<file path="config.mk">
export PLATFORM = sky130hd
export DESIGN_NAME = ctrl_pipe_chain
export DESIGN_NICKNAME = d
export VERILOG_FILES = /design/src/rtl/pipe_ctrl_pkg.sv /design/src/rtl/ctrl_stage_reg.sv /design/src/rtl/ctrl_pipe_chain.sv
export SDC_FILE = /design/constraint.sdc
export NUM_CORES = 1
export LEC_CHECK = 0
export ABC_AREA = 1
export CAP_MARGIN = 20
export CORE_ASPECT_RATIO = 0.5
export CORE_UTILIZATION = 47
export CTS_BUF_LIST = sky130_fd_sc_hd__clkbuf_2
export DETAILED_ROUTE_END_ITERATION = 7
export PLACE_DENSITY_LB_ADDON = 0.12
export SYNTH_ARGS = -nofsm -noshare
export SYNTH_HDL_FRONTEND = slang
export SYNTH_HIERARCHICAL = 1
export SYNTH_SLANG_ARGS = --single-unit
</file>
<file path="constraint.sdc">
create_clock -name clk -period 1.4 [get_ports clk]
set_input_delay 0.28 -clock clk [delete_from_list [all_inputs] [get_ports clk]]
set_output_delay 0.28 -clock clk [all_outputs]
set_load 0.005 [all_outputs]
</file>
<file path="src/rtl/pipe_ctrl_pkg.sv">
// Shared control-word layout and constants for the back-end control pipeline.
// Pure definitions; no latency and no flow control.
package pipe_ctrl_pkg;

    localparam int CTRL_W_DEF = 8;

    // Bit positions inside the decoded control word.
    typedef enum int {
        REGWRITE  = 0,
        MEMREAD   = 1,
        MEMWRITE  = 2,
        RESULTSRC = 3,
        ALUSRC    = 4,
        IMMSRC_LO = 5,
        IMMSRC_HI = 6,
        HALT      = 7
    } ctrl_bit_e;

    localparam logic [CTRL_W_DEF-1:0] BUBBLE = '0;

endpackage

</file>
<file path="src/rtl/ctrl_stage_reg.sv">
// One pipeline stage register (valid + ctrl + tgt); 1-cycle latency.
// hold freezes the stage, clear loads a bubble and wins over hold.
module ctrl_stage_reg
    import pipe_ctrl_pkg::*;
#(
    parameter int CTRL_W = CTRL_W_DEF,
    parameter int TGT_W  = 8
) (
    input  logic              clk,
    input  logic              reset,
    input  logic              hold,
    input  logic              clear,
    input  logic              d_valid,
    input  logic [CTRL_W-1:0] d_ctrl,
    input  logic [TGT_W-1:0]  d_tgt,
    output logic              q_valid,
    output logic [CTRL_W-1:0] q_ctrl,
    output logic [TGT_W-1:0]  q_tgt
);

    // Payload is masked on load so an invalid stage never carries stale fields.
    always_ff @(posedge clk or negedge reset) begin
        if (!reset) begin
            q_valid <= 1'b0;
            q_ctrl  <= CTRL_W'(BUBBLE);
            q_tgt   <= '0;
        end else if (clear) begin
            q_valid <= 1'b0;
            q_ctrl  <= CTRL_W'(BUBBLE);
            q_tgt   <= '0;
        end else if (!hold) begin
            q_valid <= d_valid;
            q_ctrl  <= d_valid ? d_ctrl : CTRL_W'(BUBBLE);
            q_tgt   <= d_valid ? d_tgt : '0;
        end
    end

endmodule

</file>
<file path="src/rtl/ctrl_pipe_chain.sv">
// N-stage control-word pipeline with stall bubbles, depth-limited flush, sticky halt drain.
// Input reaches stage k after k+1 cycles; stall holds the low stages, no ready handshake.
module ctrl_pipe_chain
    import pipe_ctrl_pkg::*;
#(
    parameter int STAGES     = 3,
    parameter int CTRL_W     = CTRL_W_DEF,
    parameter int TGT_W      = 8,
    parameter int STALL_LAST = 0,
    parameter int FLUSH_LAST = 0,
    parameter int HALT_BIT   = int'(HALT),
    parameter int CNT_W      = 16
) (
    input  logic                         clk,
    input  logic                         reset,
    input  logic                         in_valid,
    input  logic [CTRL_W-1:0]            in_ctrl,
    input  logic [TGT_W-1:0]             in_tgt,
    input  logic                         stall,
    input  logic                         flush,
    output logic [STAGES-1:0]            stage_valid,
    output logic [STAGES*CTRL_W-1:0]     stage_ctrl,
    output logic [STAGES*TGT_W-1:0]      stage_tgt,
    output logic [$clog2(STAGES+1)-1:0]  occupancy,
    output logic                         halted,
    output logic [CNT_W-1:0]             bubble_cnt,
    output logic [CNT_W-1:0]             flush_cnt
);

    localparam int OCC_W = $clog2(STAGES + 1);

    if (STAGES < 2) begin : g_bad_stages
        $fatal(1, "ctrl_pipe_chain: STAGES must be >= 2");
    end
    if (STALL_LAST < 0 || STALL_LAST > STAGES - 2) begin : g_bad_stall
        $fatal(1, "ctrl_pipe_chain: STALL_LAST out of range");
    end
    if (FLUSH_LAST < 0 || FLUSH_LAST > STAGES - 1) begin : g_bad_flush
        $fatal(1, "ctrl_pipe_chain: FLUSH_LAST out of range");
    end
    if (HALT_BIT < 0 || HALT_BIT >= CTRL_W) begin : g_bad_halt
        $fatal(1, "ctrl_pipe_chain: HALT_BIT outside control word");
    end

    logic [STAGES-1:0] vld_q;
    logic [STAGES-1:0] hld;
    logic [STAGES-1:0] clr;
    logic [CTRL_W-1:0] ctrl_q [STAGES];
    logic [TGT_W-1:0]  tgt_q  [STAGES];
    logic              halt_seen;
    logic              stage0_bubble;

    for (genvar k = 0; k < STAGES; k++) begin : g_stage
        localparam logic IN_FLUSH  = (k <= FLUSH_LAST);
        localparam logic IN_STALL  = (k <= STALL_LAST);
        localparam logic STALL_BUB = (k == STALL_LAST + 1);

        logic              d_valid;
        logic [CTRL_W-1:0] d_ctrl;
        logic [TGT_W-1:0]  d_tgt;

        if (k == 0) begin : g_head
            // Once halted, decode is cut off and only bubbles enter.
            assign d_valid = in_valid & ~halted;
            assign d_ctrl  = in_ctrl;
            assign d_tgt   = in_tgt;
        end else begin : g_body
            assign d_valid = vld_q[k-1];
            assign d_ctrl  = ctrl_q[k-1];
            assign d_tgt   = tgt_q[k-1];
        end

        // Flush overrides stall entirely, including the stall hold.
        assign clr[k] = flush ? IN_FLUSH : (stall & STALL_BUB);
        assign hld[k] = ~flush & stall & IN_STALL;

        ctrl_stage_reg #(
            .CTRL_W (CTRL_W),
            .TGT_W  (TGT_W)
        ) u_stage (
            .clk     (clk),
            .reset   (reset),
            .hold    (hld[k]),
            .clear   (clr[k]),
            .d_valid (d_valid),
            .d_ctrl  (d_ctrl),
            .d_tgt   (d_tgt),
            .q_valid (vld_q[k]),
            .q_ctrl  (ctrl_q[k]),
            .q_tgt   (tgt_q[k])
        );

        assign stage_ctrl[k*CTRL_W +: CTRL_W] = ctrl_q[k];
        assign stage_tgt[k*TGT_W +: TGT_W]    = tgt_q[k];
    end

    assign stage_valid = vld_q;

    always_comb begin
        occupancy = '0;
        for (int i = 0; i < STAGES; i++) begin
            occupancy = occupancy + OCC_W'(vld_q[i]);
        end
    end

    assign halt_seen = vld_q[STAGES-1] & ctrl_q[STAGES-1][HALT_BIT];

    // Stage 0 always holds on stall, so a stall cycle never loads a bubble there.
    assign stage0_bubble = flush | (~stall & (~in_valid | halted));

    always_ff @(posedge clk or negedge reset) begin
        if (!reset) begin
            halted     <= 1'b0;
            bubble_cnt <= '0;
            flush_cnt  <= '0;
        end else begin
            if (halt_seen) begin
                halted <= 1'b1;
            end
            if (stage0_bubble && bubble_cnt != '1) begin
                bubble_cnt <= bubble_cnt + CNT_W'(1);
            end
            if (flush && flush_cnt != '1) begin
                flush_cnt <= flush_cnt + CNT_W'(1);
            end
        end
    end

endmodule

</file>
---- Word-level counts from Yosys, hierarchy flattened ----
Cells that the tools add are included.
cells by class
  add/subtract/negate cells ............... 4
  equality and inequality tests ........... 3
  mux-type cells .......................... 17
  bitwise logic cells ..................... 10
  reduce and logical (&&, ||, !) cells .... 2
operators with widths
  operator                                                         count
  8-bit two-way mux                                                12
  16-bit by 1-bit adder with 16-bit output, second input constant  2
  16-bit inequality test, second input constant                    2
  1-bit two-way mux                                                5
  1-bit bitwise AND                                                4
  1-bit inverter                                                   4
  1-bit by 1-bit adder with 2-bit output                           1
  2-bit by 1-bit adder with 2-bit output                           1
  1-bit logical AND                                                2
  2-bit inequality test, second input constant                     1
  1-bit bitwise OR                                                 2
word-level totals
  bits in registers ....................... 84
  bits of input ports ..................... 21
  output and inout bits ................... 86
  logic and storage cells ................. 48

---- Logic depth before layout (Yosys ltp) ----
  word-level depth ........................ 5
  mapped depth ............................ 10
  depth with buffers taken out ............ 9

---- Modules after synthesis ----
The synthesis kept the hierarchy.
modules (own cells, without submodules)
  module           times used  cells each  area each (um^2)  seq. area each (um^2)
  ctrl_stage_reg   3           109         872.1             425.4
  ctrl_pipe_chain  1           303         2078.2            825.8

---- Worst setup path after synthesis ----
No wires, ideal clock.
  kind .................................... register to register
  start ................................... register flush_cnt[0]
  end ..................................... register flush_cnt[14]
  library setup time ...................... 0.116 ns
  arrival ................................. 1.350 ns
  data required time ...................... 1.284 ns
  setup slack ............................. -0.066 ns
  stages on the path, launching flop included .. 11
  path buffers ............................ 1
  clock period less this slack ............ 1.466 ns
  cells stage by stage .................... dfrtp_1 > ha_1 > nand3_1 > inv_2 > nand2_2 > nor2_4 > nor2_4 > inv_2 > buf_6 > nand2_1 > nand2_1
between the ends
  word-level cells in the longest chain between the ends .. 2
  elaborated cells on any way between the ends .. 3
  those cells by class .................... add/sub (1); eq/ne (1); reduce/logical (1)
RTL lines
  element                                                                                           RTL line                text
  start, declared                                                                                   ctrl_pipe_chain.sv:27   output logic [CNT_W-1:0] flush_cnt
  start signal, assigned                                                                            ctrl_pipe_chain.sv:124  flush_cnt <= flush_cnt + CNT_W'(1);
  parallel branches: the longest is 2 deep, another holds 16-bit by 1-bit adder with 16-bit output  n/a
Several ways; the timed one is not identified.
A chain may end at the register's enable or synchronous reset.

---- Final worst setup path ----
  start ................................... register g_stage[1].u_stage.q_valid
  end ..................................... output occupancy[0]
between the ends
  word-level cells in the longest chain between the ends .. 2
RTL lines
  element                                 RTL line                text
  start, declared                         ctrl_stage_reg.sv:16    output logic q_valid,
  start signal, assigned                  ctrl_stage_reg.sv:32    q_valid <= d_valid;
  1-bit by 1-bit adder with 2-bit output  ctrl_pipe_chain.sv:102  occupancy = occupancy + OCC_W'(vld_q[i]);
  2-bit by 1-bit adder with 2-bit output  ctrl_pipe_chain.sv:102
  end, declared                           ctrl_pipe_chain.sv:24   output logic [$clog2(STAGES+1)-1:0] occupancy,
No other way between the ends.

==> qor.yml <==
power_and_ir_drop:
  p_per_area_nw_per_um2: 889
  leakagePower_nw: 4.02
  vdd_drop_max_mv: 0.866
floorplanning:
  std_cell_rows: 25
  die_w_um: 143
  die_h_um: 72.7
  core_area_um2: 9570
  die_area_um2: 10400
  start_util_pct: 49.0
  ios: 107
status:
  status: "finished with violations"
  violations: "setup timing"
final_layout:
  fill_cells: 698
  drive_gt1_share_pct: 44.2
  stdcell_count: 1034
  final_nets: 918
  syn_to_final_growth_pct: 55.9
  diodes: 0
synth:
  syn_avg_cell_area_um2: 7.45
  synth_top_cells_by_area: "dfrtp_1 45%, nand2_1 24%, nor2_1 6.2%, nand2_2 4.3%, buf_6 2.6%"
  ys_seq_area_share_pct: 44.8
  yosys.area.top_type_share_pct: 44.8
  ys_types: 25
  yosysTopAreaCell: "dfrtp_1"
  postSynthCellCount: 630
  yosysWarnings: 6
  ys_ff_latch: 84
  syn_area_um2: 4690
drt:
  first_pass_iters: 5
  vias: 5077
  vias_per_cell: 4.91
  wire_per_inst_um: 14.4
  drt_iter0_markers: 339
  ant_nets: 0
  drcViolationCount: 0
  finalWirelength_mm: 14.9
critical_path:
  timing.rr.start: "flush_cnt[0]"
  r2r_slack_ns: -0.20
  worstSetupPathType: "reg -> out"
  r2r_cells: 10
  crit_required_ns: 1.12
  critical_path.max_stage_delay_ns: 0.56
  crit_chain: "fa_2, buf_2"
  cp_max_fo: 2
  worstReg2RegEnd: "flush_cnt[14]"
  arrival_ns: 1.69
  cp-start-kind: "flop"
  slowest_stage: "fa_2"
  endpoint_kind: "output port"
place:
  place_ws_ns: -0.298
  hpwl_mm: 7.98
  place.gp.congestion: 0.837
  portBuffers: 106
  dp.cells: 907
sta:
  hold_viol_final: 0
  setup_ws_ns: -0.572
  min_period_over_period_pct: 141
  fmax_mhz: 507
  skew_ns: 0.0325
  final-setup-viol-count: 81
  report.final.slew_viol_count: 0
  period_minus_slack_ns: 1.97
  rsz0062_at_grt: "yes"
global_routing:
  grt_pass1_vias: 4413
  track_usage_pct: 26.6
  grt_pass1_wl_mm: 21.3
  gr-total-overflow: 0
  grt_max_degree: 27
  antenna_found_initial: 0
clock_network:
  cts_made_buffers: 9
  cts-root-buf: "clkbuf_2"
  clock_sinks: 84
  cts_tree: "done"
  h-tree-depth: 3
  path_clk_slew_ns: 0.26
  cts_buffer_depth: 2
  clk_latency_ns: 0.56
flow_run:
  maxCapViolCount: 0
worst_hold_path:
  hold_path.class: "in -> async"
[flip-flops by register name (all words and copies together), names as in the netlist]
signal                   cells
g_stage.u_stage/q_ctrl      24
bubble_cnt                  16
halted                       1
flush_cnt                   16
g_stage.u_stage/q_valid      3
g_stage.u_stage/q_tgt       24
[stage by stage]
stage          hold WS (ns)  TNS (ns)  cell area (um^2)  total power, mW  utilization, %
6_report              0.141     -6.93              7320             6.51            76.5
5_1_grt               0.110    -14.03              7320             6.80            76.5
4_1_cts               0.105     -6.63              6860             6.11            71.7
3_5_place_dp          0.226     -9.89              6190             4.41            64.6
3_3_place_gp          0.223     -8.86              6190             4.39            64.6
2_1_floorplan       -0.0156  -0.00913              4720             3.55               -
[worst max path at each step]
| stage | endpoint | from | depth (start not counted) |
|---|---|---|---|
| final | occupancy[0] | g_stage[1].u_stage/q_valid | 2 |
| after global routing | occupancy[0] | g_stage[1].u_stage/q_valid | 2 |
| after CTS | occupancy[0] | g_stage[1].u_stage/q_valid | 2 |
| after detailed placement | occupancy[0] | g_stage[2].u_stage/q_valid | 2 |
| after global placement | occupancy[0] | g_stage[2].u_stage/q_valid | 2 |
| after floorplan | flush_cnt[14] | flush_cnt[0] | 10 |
[kinds of logic after synthesis]
family          share of synthesized area (%)
flops                                    44.8
fa+ha+maj                               0.959
xor+xnor                                 1.68
compound gates                           1.39
simple gates                             42.3
other cells                            0.0799
buf+inv                                  8.80
[area by class of cell]
class,instances,area [um^2],share of cell area [%]
inverters,37,205,2.80
multi-input cells,494,2620,35.7
clock buffers,10,50.0,0.684
well taps,135,169,2.31
flip-flops and latches,84,2110,28.8
clock inverters,6,47.5,0.649
repair buffers,268,2120,29.0
[per-layer routing]
metal  GRT usage [%]  vias up  share of wire, %
met5               0        -                 0
met4            5.08        0               1.5
met3            5.12       26               6.4
met2            45.0      198                49
met1            35.9     2403                43
li1                -     2450                 -
[repair_timing]
| item | in CTS | in global routing |
|---|---|---|
| buffers inserted | 92 | 21 |
| cloned | 2 | 1 |
| endpoints found under the hold margin | 84 | 0 |
| resized for setup | 423 | 90 |
| setup endpoints to repair | 104 | 118 |
| hold buffers | 1 | 0 |
| pin swaps | 17 | 40 |
[placed cells by master (no fill, tap or decap), drive strengths merged]
cell type,instances
buf,248
nand2,341
conb,5
fa,1
dlygate4sd3,1
xnor2,7
clkdlybuf4s50,19
clkbuf,10
dfrtp,84
clkinvlp,5
nand3,17
nand3b,7
xor2,2
ha,2
nand4,12
nor2,87
inv,38
o21ai,13
[report_power, final]
part	switching [mW]	total, mW	leakage (nW)	internal (mW)
clock network	0.961	1.21	0.0512	0.251
registers	0.177	2.82	1.13	2.64
logic	1.20	2.48	2.84	1.28
[cells in the mapped netlist]
master and number:
nand2_1 302, dfrtp_1 84, nor2_1 78, nand2_2 32, inv_1 28, nand3_1 17, nand4_1 12, buf_6 11
o21ai_0 11, nand3b_1 7, xnor2_1 7, buf_2 6, inv_8 6, nor2_2 5, buf_12 3, inv_2 3
nand2_8 3, nor2_4 3, buf_4 2, ha_1 2, nand2_4 2, o21ai_1 2, xor2_1 2, conb_1 1
fa_1 1
[critical path: cells and delay by family (launching register included)]
kind | cells | cell delay [ns]
adders and majority gates | 1 | 0.56
DFF | 1 | 0.47
buffers and inverters | 1 | 0.10
Note: power is estimated with default switching activity, not from simulation.
